### src/rtl/pwm_led_device.sv
// Bus-mapped LED controller: each output is a direct on/off bit or a PWM
// brightness channel, optionally gated by a global blink phase.
module pwm_led_device #(
  parameter int NUM_LEDS = 8,
  parameter int PWM_BITS = 8,
  parameter int PRESCALE = 16
) (
  input  logic                clk,
  input  logic                reset_n_i,
  input  logic                sel_i,
  input  logic                wr_en_i,
  input  logic [11:0]         address_in_i,
  input  logic [31:0]         data_in_i,
  output logic [31:0]         data_out_o,
  output logic                ack_o,
  output logic [NUM_LEDS-1:0] led_o
);

  localparam int PS_W = (PRESCALE > 1) ? $clog2(PRESCALE) : 1;
  localparam logic [PS_W-1:0]     PS_MAX  = PS_W'(PRESCALE - 1);
  localparam logic [PWM_BITS-1:0] CNT_MAX = '1;

  localparam logic [11:0] ADDR_CTRL   = 12'h000;
  localparam logic [11:0] ADDR_PWM_EN = 12'h001;
  localparam logic [11:0] ADDR_BLK_EN = 12'h002;
  localparam logic [11:0] ADDR_PERIOD = 12'h003;
  localparam logic [11:0] ADDR_STATUS = 12'h004;
  localparam logic [11:0] DUTY_BASE   = 12'h010;

  logic [NUM_LEDS-1:0] ctrl_q, ctrl_d;
  logic [NUM_LEDS-1:0] pwm_en_q, pwm_en_d;
  logic [NUM_LEDS-1:0] blink_en_q, blink_en_d;
  logic [15:0]         blink_period_q, blink_period_d;
  logic [PWM_BITS-1:0] duty_q [NUM_LEDS];
  logic [PWM_BITS-1:0] duty_d [NUM_LEDS];

  logic [PS_W-1:0]     prescale_q, prescale_d;
  logic [PWM_BITS-1:0] pwm_cnt_q, pwm_cnt_d;
  logic [15:0]         blink_cnt_q, blink_cnt_d;
  logic                blink_phase_q, blink_phase_d;

  logic [NUM_LEDS-1:0] led_q, led_d;
  logic                ack_q, ack_d;
  logic [31:0]         rdata_q, rdata_d;

  logic        wr_acc, rd_acc, period_wr;
  logic        tick, pwm_wrap;
  logic [31:0] rdata_mux;
  logic        unused_data;

  // Write data bits beyond the widest field are intentionally dropped.
  assign unused_data = ^data_in_i;

  assign wr_acc    = sel_i & wr_en_i;
  assign rd_acc    = sel_i & ~wr_en_i;
  assign period_wr = wr_acc && (address_in_i == ADDR_PERIOD);

  always_ff @(posedge clk or negedge reset_n_i) begin
    if (!reset_n_i) begin
      ctrl_q         <= '0;
      pwm_en_q       <= '0;
      blink_en_q     <= '0;
      blink_period_q <= '0;
      for (int i = 0; i < NUM_LEDS; i++) duty_q[i] <= '0;
      prescale_q     <= '0;
      pwm_cnt_q      <= '0;
      blink_cnt_q    <= '0;
      blink_phase_q  <= 1'b1;
      led_q          <= '0;
      ack_q          <= 1'b0;
      rdata_q        <= '0;
    end else begin
      ctrl_q         <= ctrl_d;
      pwm_en_q       <= pwm_en_d;
      blink_en_q     <= blink_en_d;
      blink_period_q <= blink_period_d;
      duty_q         <= duty_d;
      prescale_q     <= prescale_d;
      pwm_cnt_q      <= pwm_cnt_d;
      blink_cnt_q    <= blink_cnt_d;
      blink_phase_q  <= blink_phase_d;
      led_q          <= led_d;
      ack_q          <= ack_d;
      rdata_q        <= rdata_d;
    end
  end

  // Register writes: only the defined field widths are stored.
  always_comb begin
    ctrl_d         = ctrl_q;
    pwm_en_d       = pwm_en_q;
    blink_en_d     = blink_en_q;
    blink_period_d = blink_period_q;
    duty_d         = duty_q;
    if (wr_acc) begin
      case (address_in_i)
        ADDR_CTRL:   ctrl_d         = data_in_i[NUM_LEDS-1:0];
        ADDR_PWM_EN: pwm_en_d       = data_in_i[NUM_LEDS-1:0];
        ADDR_BLK_EN: blink_en_d     = data_in_i[NUM_LEDS-1:0];
        ADDR_PERIOD: blink_period_d = data_in_i[15:0];
        default: ;
      endcase
      for (int i = 0; i < NUM_LEDS; i++) begin
        if (address_in_i == DUTY_BASE + 12'(i)) duty_d[i] = data_in_i[PWM_BITS-1:0];
      end
    end
  end

  always_comb begin
    rdata_mux = '0;
    case (address_in_i)
      ADDR_CTRL:   rdata_mux[NUM_LEDS-1:0] = ctrl_q;
      ADDR_PWM_EN: rdata_mux[NUM_LEDS-1:0] = pwm_en_q;
      ADDR_BLK_EN: rdata_mux[NUM_LEDS-1:0] = blink_en_q;
      ADDR_PERIOD: rdata_mux[15:0]         = blink_period_q;
      ADDR_STATUS: rdata_mux = {15'd0, blink_phase_q, 16'(pwm_cnt_q)};
      default: begin
        for (int i = 0; i < NUM_LEDS; i++) begin
          if (address_in_i == DUTY_BASE + 12'(i)) rdata_mux[PWM_BITS-1:0] = duty_q[i];
        end
      end
    endcase
  end

  // Data bus only carries a value in a read-ack cycle.
  always_comb begin
    ack_d   = sel_i;
    rdata_d = rd_acc ? rdata_mux : 32'd0;
  end

  always_comb begin
    tick       = (prescale_q == PS_MAX);
    pwm_wrap   = tick && (pwm_cnt_q == CNT_MAX);
    prescale_d = tick ? '0 : prescale_q + 1'b1;
    pwm_cnt_d  = tick ? pwm_cnt_q + 1'b1 : pwm_cnt_q;
  end

  // A BLINK_PERIOD write restarts the blink sequence ahead of any wrap.
  always_comb begin
    blink_cnt_d   = blink_cnt_q;
    blink_phase_d = blink_phase_q;
    if (period_wr || (blink_period_q == 16'd0)) begin
      blink_cnt_d   = '0;
      blink_phase_d = 1'b1;
    end else if (pwm_wrap) begin
      if (blink_cnt_q == blink_period_q - 16'd1) begin
        blink_cnt_d   = '0;
        blink_phase_d = ~blink_phase_q;
      end else begin
        blink_cnt_d = blink_cnt_q + 16'd1;
      end
    end
  end

  always_comb begin
    led_d = '0;
    for (int i = 0; i < NUM_LEDS; i++) begin
      led_d[i] = (pwm_en_q[i] ? (pwm_cnt_q < duty_q[i]) : ctrl_q[i])
                 & (~blink_en_q[i] | blink_phase_q);
    end
  end

  assign data_out_o = rdata_q;
  assign ack_o      = ack_q;
  assign led_o      = led_q;

endmodule

### config.mk
export PLATFORM = sky130hd
export DESIGN_NAME = pwm_led_device
export DESIGN_NICKNAME = d
export VERILOG_FILES = /design/src/rtl/pwm_led_device.sv
export SDC_FILE = /design/constraint.sdc
export NUM_CORES = 1
export LEC_CHECK = 0
export ABC_AREA = 1
export CAP_MARGIN = 20
export CORE_MARGIN = 4
export CORE_UTILIZATION = 34
export DETAILED_ROUTE_END_ITERATION = 7
export GPL_ROUTABILITY_DRIVEN = 0
export GPL_TIMING_DRIVEN = 0
export HOLD_SLACK_MARGIN = 0.1
export PLACE_DENSITY = 0.53
export SLEW_MARGIN = 25
export SYNTH_ARGS = -nofsm -noshare
export SYNTH_HDL_FRONTEND = slang
export SYNTH_SLANG_ARGS = --single-unit
### constraint.sdc
create_clock -name clk -period 2.75 [get_ports clk]
set_input_delay 0.55 -clock clk [delete_from_list [all_inputs] [get_ports clk]]
set_output_delay 0.55 -clock clk [all_outputs]
set_load 0.05 [all_outputs]
==> results by group, run 1 <==
Floorplan
  – I/O pin count: 89
  – Initial Util: 34.43%
  – Die H: 175.5 um
  – Num rows: 61
  – CORE AREA: 27710 um^2
  – Die footprint: 30800 um^2
  – Die Wd: 175.5 um

STA
  – Final Hold Fails: 0
  – Fin crit share: 89.22%
  – Slew @ Worst Pin: 999.2 ps
  – Fin worst setup slack: 296.5 ps
  – Slew headroom: 33.39%
  – RSZ-0062 raised after global routing: false
  – Finish-stage setup viols: 0
  – Clk_skew: 15.41 ps
  – Final min period: 2453 ps
  – F_max: 407.6 MHz
  – Final Max Tran Viols: 0

Final layout
  – Filler cell count: 2819
  – Cell area after layout: 11250 um^2
  – Most common cell after layout, fill and taps aside: nand2_1
  – Layout net count: 1386
  – Layout cells sized above 1: 10.84%
  – Commonest cells after routing, fill and taps aside: nand2_1, dfrtp_1, inv_1
  – Syn-to-layout area delta: 17.92%

Power
  – Leakage: 5.240 nW
  – Clock share of power: 47.4%
  – Logic pwr share: 5.6%
  – Net Switching: 0.001255 W
  – Switching Share: 25.15%
  – Cell internal pwr: 0.003735 W
  – VDD IR max: 0.0004104 V
  – Reg power frac: 47.0%
  – Pwr/cell area: 443.6 nW/um^2

Clocking
  – Clk_lat worst skew: 440 ps
  – PostCTS Resize Cnt: 0
  – Clk slew on worst S/H paths: 70 ps
  – Clock Tree Root: clkbuf_16
  – Setup bufs post-CTS: 0
  – Total CTS buffers: 17
  – Depth of the CTS H-tree: 4
  – TritonCTS clock tree: built
  – Max clock buf depth: 2
  – Hold buffer count at cts: 0
  – Clk sinks: 159

Synth
  – Mapped Cells: 1187
  – Simple-Gate Fraction of Synth Area: 25.54%
  – #FFs+latches synth: 159
  – Largest family of logic cells by synthesized area: simple AND/OR/NAND/NOR gates
  – Post-synthesis sequential area ratio: 41.73%
  – Async S/R FF share, synth: 100.0%
  – EDFF count, synth: 0
  – Post-synthesis xor/xnor area fraction: 3.398%
  – Adder-cell share of the synthesized area: 7.871%
  – Post-synth top flop: dfrtp_1
  – Synth Area in Compound Gates: 11.99%
  – Post-synth design cell area: 9538 um^2
  – Post-synthesis mux area share: 0.1181%
  – YS warnings: 0
  – Synth cell types: 47
  – Avg Inst Size Synth: 8.035 um^2

Route
  – Drt pass-1 iters: 5
  – Initial DRC Count: 525
  – Vias per Instance: 4.899
  – WL/cell: 17.25 um
  – Final ANT Viol Nets: 0
  – DRC Markers: 0
  – Post-Route WL: 28810 um
  – DR vias: 8182

Placed design
  – DP HPWL: 21150 um
  – PortBufs: 57
  – Placed inst area: 10670 um^2
  – Worst Setup Slack post-DPL: -108.4 ps

Global route
  – Initial antenna violation count: 0
  – First-pass GRT wire length: 45310 um
  – Number of global-route vias before repair: 7850
  – Largest net degree at the start of global routing: 82
  – Overflow left after global routing: 0
  – All-Layer GR Usage: 19.03%

Worst setup path
  – Worst path depth: 11
  – Worst path required time: 3060 ps
  – Crit path DAT: 2760 ps
  – Crit Path Max Fanout: 7
  – Startpoint types: input pin
  – Crit path cell chain: clkdlybuf4s50_1, inv_2, nor2_2, inv_2, nor2_1, nand3_1, o21ai_0, o21bai_1, nand3_1, o21ai_1, inv_1
  – CP peak stage delay: 620 ps
  – Cell family with most CP delay: buffers and inverters
  – Slowest-stage cell, CP: clkdlybuf4s50_1
  – Worst reg-to-reg path cell count: 8
  – RR Startpoint: pwm_cnt_q[5]
  – WS Path Type: input pin to flip-flop
  – Crit. Startpoint: address_in_i[2]
  – Buf+Inv Stages, Crit Path: 4
  – Crit path capture: data_out_o[5]
  – R2R Path End: blink_cnt_q[6]
  – Worst setup EP type: flip-flop
  – R2r setup slk: 410 ps

Status
  – Result of the run: finished clean

Min path
  – HP Class: input pin to asynchronous set/reset pin

Flow run
  – Max cap viols: 0
## registers in the layout, summed over array words and instances (netlist names)
register	count
duty_q	64
blink_cnt_q	16
ctrl_q	8
blink_period_q	16
blink_phase_q	1
blink_en_q	8
prescale_q	4
pwm_en_q	8
data_out_o	17
ack_o	1
led_o	8
pwm_cnt_q	8
## per-stage QoR
step / instances / TNS (ps) / total power [W] / hold WS (ps) / utilization (%)
final: 1670 / 0 / 0.004990 / 100.8 / 40.60
after global routing: 1669 / 0 / 0.005160 / 146.1 / 40.59
after CTS: 1669 / 0 / 0.005043 / 121.9 / 40.59
after detailed placement: 1637 / -191.2 / 0.002673 / 469.9 / 38.50
after global placement: 1636 / -913350 / 0.002668 / 463.3 / 38.38
after floorplan: 1201 / 0 / 0.002517 / 254.4 / -
## per-layer routing
metal	global-route usage [%]	wire, um	vias to the layer above
met5	0	0	-
met4	5.036	567	0
li1	-	-	4058
met2	29.30	12760	235
met1	27.60	13820	3852
met3	3.638	1655	37
## worst min path at each step
stage	startpoint	end	slack (ps)
global route	reset_n_i	duty_q[56]	150
finish	reset_n_i	duty_q[56]	100
detailed placement	blink_phase_q	blink_phase_q	470
global placement	blink_phase_q	blink_phase_q	460
floorplan	reset_n_i	ack_o	250
CTS	reset_n_i	duty_q[56]	120
## worst reg2reg max path: cells and delay by family, from the launching register on
family,cells,cell delay [ps]
buffers and inverters,3,490
DFF,1,750
and+or+nand+nor,5,1000
## synth_stat cells, types with 7 or more instances
| library cell | instances | area, um^2 |
|---|---|---|
| nand2_1 | 279 | 1047 |
| xor2_1 | 30 | 262.8 |
| nand4_1 | 30 | 187.7 |
| buf_4 | 16 | 120.1 |
| o2111ai_1 | 8 | 70.07 |
| inv_1 | 149 | 559.3 |
| o21ai_1 | 22 | 110.1 |
| xnor2_1 | 7 | 61.31 |
| nor2_1 | 52 | 195.2 |
| buf_2 | 16 | 80.08 |
| nand3_1 | 61 | 305.3 |
| clkbuf_1 | 11 | 41.29 |
| ha_1 | 60 | 750.7 |
| a21oi_1 | 54 | 270.3 |
| nor3_1 | 21 | 105.1 |
| inv_2 | 10 | 37.54 |
| dfrtp_1 | 158 | 3954 |
| o21ai_0 | 108 | 540.5 |
| a22oi_1 | 8 | 60.06 |
| nor2_2 | 11 | 68.82 |
| nand2_2 | 12 | 75.07 |
| or2_2 | 9 | 56.30 |
| nor2_4 | 8 | 90.09 |
## power by group through the flow
stage                     registers [W]  clock network (W)  logic (W)
after detailed placement        0.00239                  0   0.000281
after floorplan                 0.00240                  0   0.000120
after global routing            0.00235            0.00251   0.000302
final                           0.00235            0.00236   0.000278
after CTS                       0.00235            0.00241   0.000282
after global placement          0.00239                  0   0.000275
## cell type report
class	instances	area, um^2	share of cell area, %
Multi-Input combinational cell	834	4722	41.98
Sequential cell	159	3980	35.39
Inverter	161	604.3	5.373
Timing Repair Buffer	58	603.1	5.362
Tap cell	378	473.0	4.205
Clock buffer	19	452.9	4.027
Buffer	47	284.0	2.525
Clock inverter	13	125.1	1.112
Antenna cell	1	2.502	0.02225
## cells by family (layout without fill, tap and decap cells)
family,count (synthesis),in the layout
buf+inv,208,298
other cells,1,16
fa+ha+maj,60,60
compound gates,212,212
flops,159,159
xor+xnor,37,37
mux,1,1
simple gates,509,509
(Power assumes the default switching activity.)
==> run 2: changes to the inputs <==
- CTS_BUF_LIST: unset -> sky130_fd_sc_hd__clkbuf_4
- HOLD_SLACK_MARGIN: 0.1 -> unset
==> results by group, run 2 (synthesis results as in run 1) <==
STA
  – Final Max Tran Viols: 0 (unchanged)
  – Clk_skew: 33.41 ps (was 15.41 ps)
  – Slew headroom: 34.40% (was 33.39%)
  – Fin crit share: 87.28% (was 89.22%)
  – Slew @ Worst Pin: 984.1 ps (was 999.2 ps)
  – Fin worst setup slack: 349.8 ps (was 296.5 ps)
  – Final min period: 2400 ps (was 2453 ps)
  – RSZ-0062 raised after global routing: false (unchanged)
  – F_max: 416.6 MHz (was 407.6 MHz)
  – Finish-stage setup viols: 0 (unchanged)
  – Final Hold Fails: 0 (unchanged)

Worst setup path
  – WS Path Type: flip-flop to flip-flop (was input pin to flip-flop)
  – Crit path cell chain: inv_1, nor4_1, nand3_1, nand2_8, inv_2, buf_4, nand2_1, nand2_1 (was clkdlybuf4s50_1, inv_2, nor2_2, inv_2, nor2_1, nand3_1, o21ai_0, o21bai_1, nand3_1, o21ai_1, inv_1)
  – Crit Path Max Fanout: 10 (was 7)
  – Cell mode on critical path: nand2_1
  – Worst setup EP type: flip-flop (unchanged)
  – Startpoint types: flip-flop (was input pin)
  – CP peak stage delay: 800 ps (was 620 ps)
  – Crit path DAT: 2900 ps (was 2760 ps)
  – Buf+Inv Stages, Crit Path: 3 (was 4)
  – Cell family with most CP delay: simple AND/OR/NAND/NOR gates (was buffers and inverters)
  – Slowest-stage cell, CP: dfrtp_1 (was clkdlybuf4s50_1)
  – Worst path required time: 3250 ps (was 3060 ps)

Floorplan
  – Die footprint: 30800 um^2 (unchanged)
  – CORE AREA: 27710 um^2 (unchanged)
  – I/O pin count: 89 (unchanged)
  – Num rows: 61 (unchanged)
  – Die Wd: 175.5 um (unchanged)
  – Initial Util: 34.43% (unchanged)
  – Die H: 175.5 um (unchanged)

Placed design
  – Placed inst area: 10670 um^2 (unchanged)
  – DP HPWL: 21150 um (unchanged)
  – Worst Setup Slack post-DPL: -108.4 ps (unchanged)
  – PortBufs: 57 (unchanged)

Clocking
  – TritonCTS clock tree: built (unchanged)
  – Setup bufs post-CTS: 0 (unchanged)
  – Total CTS buffers: 17 (unchanged)
  – Max clock buf depth: 2 (unchanged)
  – Clk_lat worst skew: 590 ps (was 440 ps)
  – Clock Tree Root: clkbuf_4 (was clkbuf_16)
  – Depth of the CTS H-tree: 4 (unchanged)
  – Clk slew on worst S/H paths: 150 ps (was 70 ps)
  – Clk sinks: 159 (unchanged)
  – PostCTS Resize Cnt: 0 (unchanged)

Route
  – DRC Markers: 0 (unchanged)
  – WL/cell: 17.25 um (about the same)
  – DR vias: 8135 (was 8182)
  – WL met3: 1627 um (was 1655 um)
  – Post-Route WL: 28820 um (was 28810 um)
  – Final ANT Viol Nets: 0 (unchanged)
  – WL met1: 13960 um (was 13820 um)
  – Vias per Instance: 4.868 (was 4.899)
  – Max layer used: met4 (unchanged)
  – Met2 Routed Length: 12820 um (was 12760 um)
  – Drt pass-1 iters: 5 (unchanged)
  – Initial DRC Count: 544 (was 525)

Global route
  – First-pass GRT wire length: 45150 um (was 45310 um)
  – Number of global-route vias before repair: 7787 (was 7850)
  – Largest net degree at the start of global routing: 82 (unchanged)
  – All-Layer GR Usage: 18.96% (was 19.03%)
  – Initial antenna violation count: 1 (was 0)
  – Overflow left after global routing: 0 (unchanged)

Final layout
  – Area of the multi-input gates: 4722 um^2 (unchanged)
  – Syn-to-layout area delta: 14.69% (was 17.92%)
  – Register area: 3980 um^2 (unchanged)
  – Largest register FFs: 64 (unchanged)
  – Layout net count: 1387 (was 1386)
  – Biggest register: duty_q (unchanged)
  – Layout cells sized above 1: 10.68% (was 10.84%)
  – Commonest cells after routing, fill and taps aside: nand2_1, dfrtp_1, inv_1 (unchanged)
  – Cell area after layout: 10940 um^2 (was 11250 um^2)
  – Most common cell after layout, fill and taps aside: nand2_1 (unchanged)
  – Filler cell count: 2862 (was 2819)

Power
  – Net Switching: 0.001153 W (was 0.001255 W)
  – Reg power frac: 58.2% (was 47.0%)
  – Leakage: 5.102 nW (was 5.240 nW)
  – VDD IR max: 0.0001629 V (was 0.0004104 V)
  – Total power: 0.004034 W (was 0.004990 W)
  – Cell internal pwr: 0.002882 W (was 0.003735 W)
  – Pwr/cell area: 368.8 nW/um^2 (was 443.6 nW/um^2)
  – Switching Share: 28.57% (was 25.15%)
  – Logic pwr share: 6.9% (was 5.6%)
  – Clock share of power: 34.9% (was 47.4%)

Min path
  – HP Class: input pin to flip-flop (was input pin to asynchronous set/reset pin)

Status
  – Result of the run: finished clean (unchanged)

Flow run
  – Max cap viols: 0 (unchanged)
-- run 2: cell types whose count changed in the layout (fill, tap and decap cells not counted) --
cell	before	now
clkbuf_16	17	0
clkbuf_4	0	17
clkbuf_8	2	0
clkinv_1	2	4
dlygate4sd3_1	0	1
-- run 2: path summary, 6_finish.rpt --
kind,slack [ps],cells after the start,start,to
setup / recovery,350,8,pwm_cnt_q[5],blink_cnt_q[6]
hold / removal,470,1,sel_i,ack_o
setup reg to reg,350,8,pwm_cnt_q[5],blink_cnt_q[6]
hold reg to reg,480,2,blink_phase_q,blink_phase_q
max in group asynchronous,1350,3,reset_n_i,blink_phase_q
min in group asynchronous,510,2,reset_n_i,duty_q[56]
-- run 2: power by group through the flow --
stage                     logic [W]  clock network (W)  registers (W)
after detailed placement   0.000281                  0        0.00239
after global placement     0.000275                  0        0.00239
after floorplan            0.000120                  0        0.00240
after global routing       0.000303            0.00154        0.00235
final                      0.000279            0.00141        0.00235
after CTS                  0.000283            0.00145        0.00235
-- run 2: routing by layer --
layer / up-vias / track usage [%]
li1: 4056 / -
met1: 3853 / 27.62
met2: 202 / 29.19
met3: 24 / 3.917
met4: 0 / 4.321
met5: - / 0
-- run 2: layout make-up --
class                   count  share of cell area [%]
clock inverters            15                   1.212
flip-flops and latches    159                   36.38
repair buffers             59                   5.605
plain buffers              47                   2.596
well taps                 378                   4.323
multi-input cells         834                   43.17
diodes                      1                 0.02288
inverters                 161                   5.524
clock buffers              17                   1.167
-- run 2: metrics by stage --
| stage | utilization (%) | instances | hold slack (ps) | setup TNS [ps] |
|---|---|---|---|---|
| floorplan | - | 1201 | 254.4 | 0 |
| global placement | 38.38 | 1636 | 463.3 | -913350 |
| detailed placement | 38.50 | 1637 | 469.9 | -191.2 |
| CTS | 39.48 | 1670 | 426.9 | 0 |
| global route | 39.48 | 1671 | 421.6 | 0 |
| finish | 39.48 | 1671 | 465.8 | 0 |
-- run 2: what timing repair did --
action	4_1_cts	5_1_grt
hold buffers	1	0
endpoints found under the hold margin	80	0
endpoints found under the setup margin	0	0
==> run 3: changes to the inputs <==
- CORE_UTILIZATION: 34 -> 40
- GPL_TIMING_DRIVEN: 0 -> unset
- PLACE_DENSITY: 0.53 -> 0.6
==> results by group, run 3 (synthesis results as in run 1) <==
STA
  – Final Hold Fails: 0 (unchanged)
  – Slew @ Worst Pin: 637.9 ps (was 984.1 ps)
  – F_max: 414.1 MHz (was 416.6 MHz)
  – RSZ-0062 raised after global routing: false (unchanged)
  – Final min period: 2415 ps (was 2400 ps)
  – Final Max Tran Viols: 0 (unchanged)
  – Clk_skew: 29.93 ps (was 33.41 ps)
  – Slew headroom: 57.43% (was 34.40%)
  – Finish-stage setup viols: 0 (unchanged)
  – Setup tns final: 0 ps (unchanged)
  – Fin crit share: 87.82% (was 87.28%)

Placed design
  – Placed cell count: 1555 (was 1637)
  – PortBufs: 57 (unchanged)
  – DP HPWL: 19560 um (was 21150 um)
  – Placed inst area: 10490 um^2 (was 10670 um^2)

Power
  – VDD IR max: 0.0002907 V (was 0.0001629 V)
  – Logic pwr share: 6.4% (was 6.9%)
  – Cell internal pwr: 0.002888 W (was 0.002882 W)
  – Net Switching: 0.001146 W (was 0.001153 W)
  – Switching Share: 28.41% (was 28.57%)
  – Pwr/cell area: 374.3 nW/um^2 (was 368.8 nW/um^2)
  – Reg power frac: 58.2% (about the same)
  – Clock share of power: 35.4% (was 34.9%)
  – Leakage: 5.064 nW (was 5.102 nW)

Clocking
  – Clk sinks: 159 (unchanged)
  – Max clock buf depth: 2 (unchanged)
  – Depth of the CTS H-tree: 4 (unchanged)
  – Setup bufs post-CTS: 0 (unchanged)
  – Clk_lat worst skew: 580 ps (was 590 ps)
  – Clock Tree Root: clkbuf_4 (unchanged)
  – TritonCTS clock tree: built (unchanged)
  – Clk slew on worst S/H paths: 150 ps (about the same)
  – Total CTS buffers: 17 (unchanged)

Worst setup path
  – Crit path DAT: 2930 ps (was 2900 ps)
  – R2r setup slk: 340 ps (was 350 ps)
  – Worst setup EP type: flip-flop (unchanged)
  – Crit path cell chain: inv_1, ha_1, nand2_4, nor2_2, nand3_1, nand2_1, inv_1, nor2_1, nand2_1, nor2_2, nand2_2, nand2_1, nand2_1, nand2_1, nand2_1 (was inv_1, nor4_1, nand3_1, nand2_8, inv_2, buf_4, nand2_1, nand2_1)
  – Slowest-stage cell, CP: dfrtp_1 (unchanged)
  – Worst reg-to-reg path cell count: 15 (was 8)
  – Cell mode on critical path: nand2_1 (unchanged)
  – Worst path required time: 3260 ps (was 3250 ps)
  – CP peak stage delay: 470 ps (was 800 ps)
  – Crit Path Max Fanout: 17 (was 10)
  – Startpoint types: flip-flop (unchanged)
  – WS Path Type: flip-flop to flip-flop (unchanged)

Global route
  – First-pass GRT wire length: 42530 um (was 45150 um)
  – Number of global-route vias before repair: 7556 (was 7787)
  – Initial antenna violation count: 2 (was 1)
  – Overflow left after global routing: 0 (unchanged)
  – Largest net degree at the start of global routing: 61 (was 82)
  – All-Layer GR Usage: 20.74% (was 18.96%)

Final layout
  – Commonest cells after routing, fill and taps aside: nand2_1, dfrtp_1, inv_1 (unchanged)
  – Area of the multi-input gates: 4722 um^2 (unchanged)
  – Syn-to-layout area delta: 13.00% (was 14.69%)
  – Biggest register: duty_q (unchanged)
  – Layout net count: 1364 (was 1387)
  – Cell area after layout: 10780 um^2 (was 10940 um^2)
  – Most common cell after layout, fill and taps aside: nand2_1 (unchanged)
  – Filler cell count: 2339 (was 2862)
  – Register area: 3980 um^2 (unchanged)
  – Largest register FFs: 64 (unchanged)
  – Layout cells sized above 1: 10.09% (was 10.68%)
  – Fin cells: 1589 (was 1671)

Floorplan
  – I/O pin count: 89 (unchanged)
  – Die H: 162.4 um (was 175.5 um)
  – Die Wd: 162.4 um (was 175.5 um)
  – Initial Util: 40.63% (was 34.43%)
  – Die footprint: 26380 um^2 (was 30800 um^2)
  – Num rows: 56 (was 61)
  – CORE AREA: 23470 um^2 (was 27710 um^2)

Flow run
  – Max cap viols: 0 (unchanged)

Status
  – Result of the run: finished clean (unchanged)

Route
  – Drt pass-1 iters: 5 (unchanged)
  – Initial DRC Count: 598 (was 544)
  – WL/cell: 16.73 um (was 17.25 um)
  – DR vias: 8037 (was 8135)
  – Post-Route WL: 26580 um (was 28820 um)
  – Final ANT Viol Nets: 0 (unchanged)
  – Vias per Instance: 5.058 (was 4.868)
  – DRC Markers: 0 (unchanged)

Min path
  – HP Class: input pin to flip-flop (unchanged)
  – Hold Path Cell Cnt: 1 (unchanged)
[run 3: cell types whose count changed in the layout (fill, tap and decap cells not counted), moves of 2 or more]
cell	delta
buf_2	-16
clkbuf_1	-11
buf_4	+7
buf_12	+2
buf_8	-2
clkinv_1	-2
clkinv_4	+2
clkinvlp_4	-2
[run 3: timing repair]
action                                 CTS  global route
hold buffers                             1             0
endpoints found under the hold margin   57             0
gates resized for setup                  0             0
[run 3: metal layers]
metal	routed length, um	global-route usage (%)	vias to the layer above
met1	12760	30.45	3786
met5	0	0	-
met2	12010	32.44	211
met3	1371	3.037	32
met4	444	5.075	0
li1	-	-	4008
[run 3: through the flow]
stage	power, W	hold WS (ps)	worst slack [ps]	utilization, %
2_1_floorplan	0.002517	254.4	784.7	-
3_3_place_gp	0.002650	461.5	69.53	44.69
3_5_place_dp	0.002651	470.9	21.11	44.69
4_1_cts	0.004080	413.0	305.2	45.91
5_1_grt	0.004203	402.4	82.32	45.92
6_report	0.004035	460.1	335.0	45.92
[run 3: cell type report]
cell class	count	area share [%]
Multi-Input combinational cell	834	43.81
Sequential cell	159	36.93
Timing Repair Buffer	83	7.372
Inverter	161	5.607
Tap cell	319	3.703
Clock inverter	15	1.370
Clock buffer	17	1.184
Antenna cell	1	0.02322
[run 3: final timing paths]
| path | from | endpoint |
|---|---|---|
| hold reg to reg | blink_phase_q | blink_phase_q |
| setup reg to reg | blink_period_q[0] | blink_phase_q |
| hold / removal | sel_i | ack_o |
| max in group asynchronous | reset_n_i | blink_phase_q |
| setup / recovery | blink_period_q[0] | blink_phase_q |
| min in group asynchronous | reset_n_i | led_o[0] |
[run 3: critical path, delay by kind of cell, from the launching register on]
kind / cells / cell delay, ps
adders and majority gates: 1 / 430
and+or+nand+nor: 12 / 1210
DFF: 1 / 470
buffers and inverters: 2 / 250
[run 3: power by group through the flow]
stage | clock (W) | sequential [W] | combinational [W]
after floorplan | 0 | 0.00240 | 0.000120
after global placement | 0 | 0.00239 | 0.000258
after detailed placement | 0 | 0.00239 | 0.000259
after CTS | 0.00147 | 0.00235 | 0.000261
after global routing | 0.00157 | 0.00235 | 0.000280
final | 0.00143 | 0.00235 | 0.000257
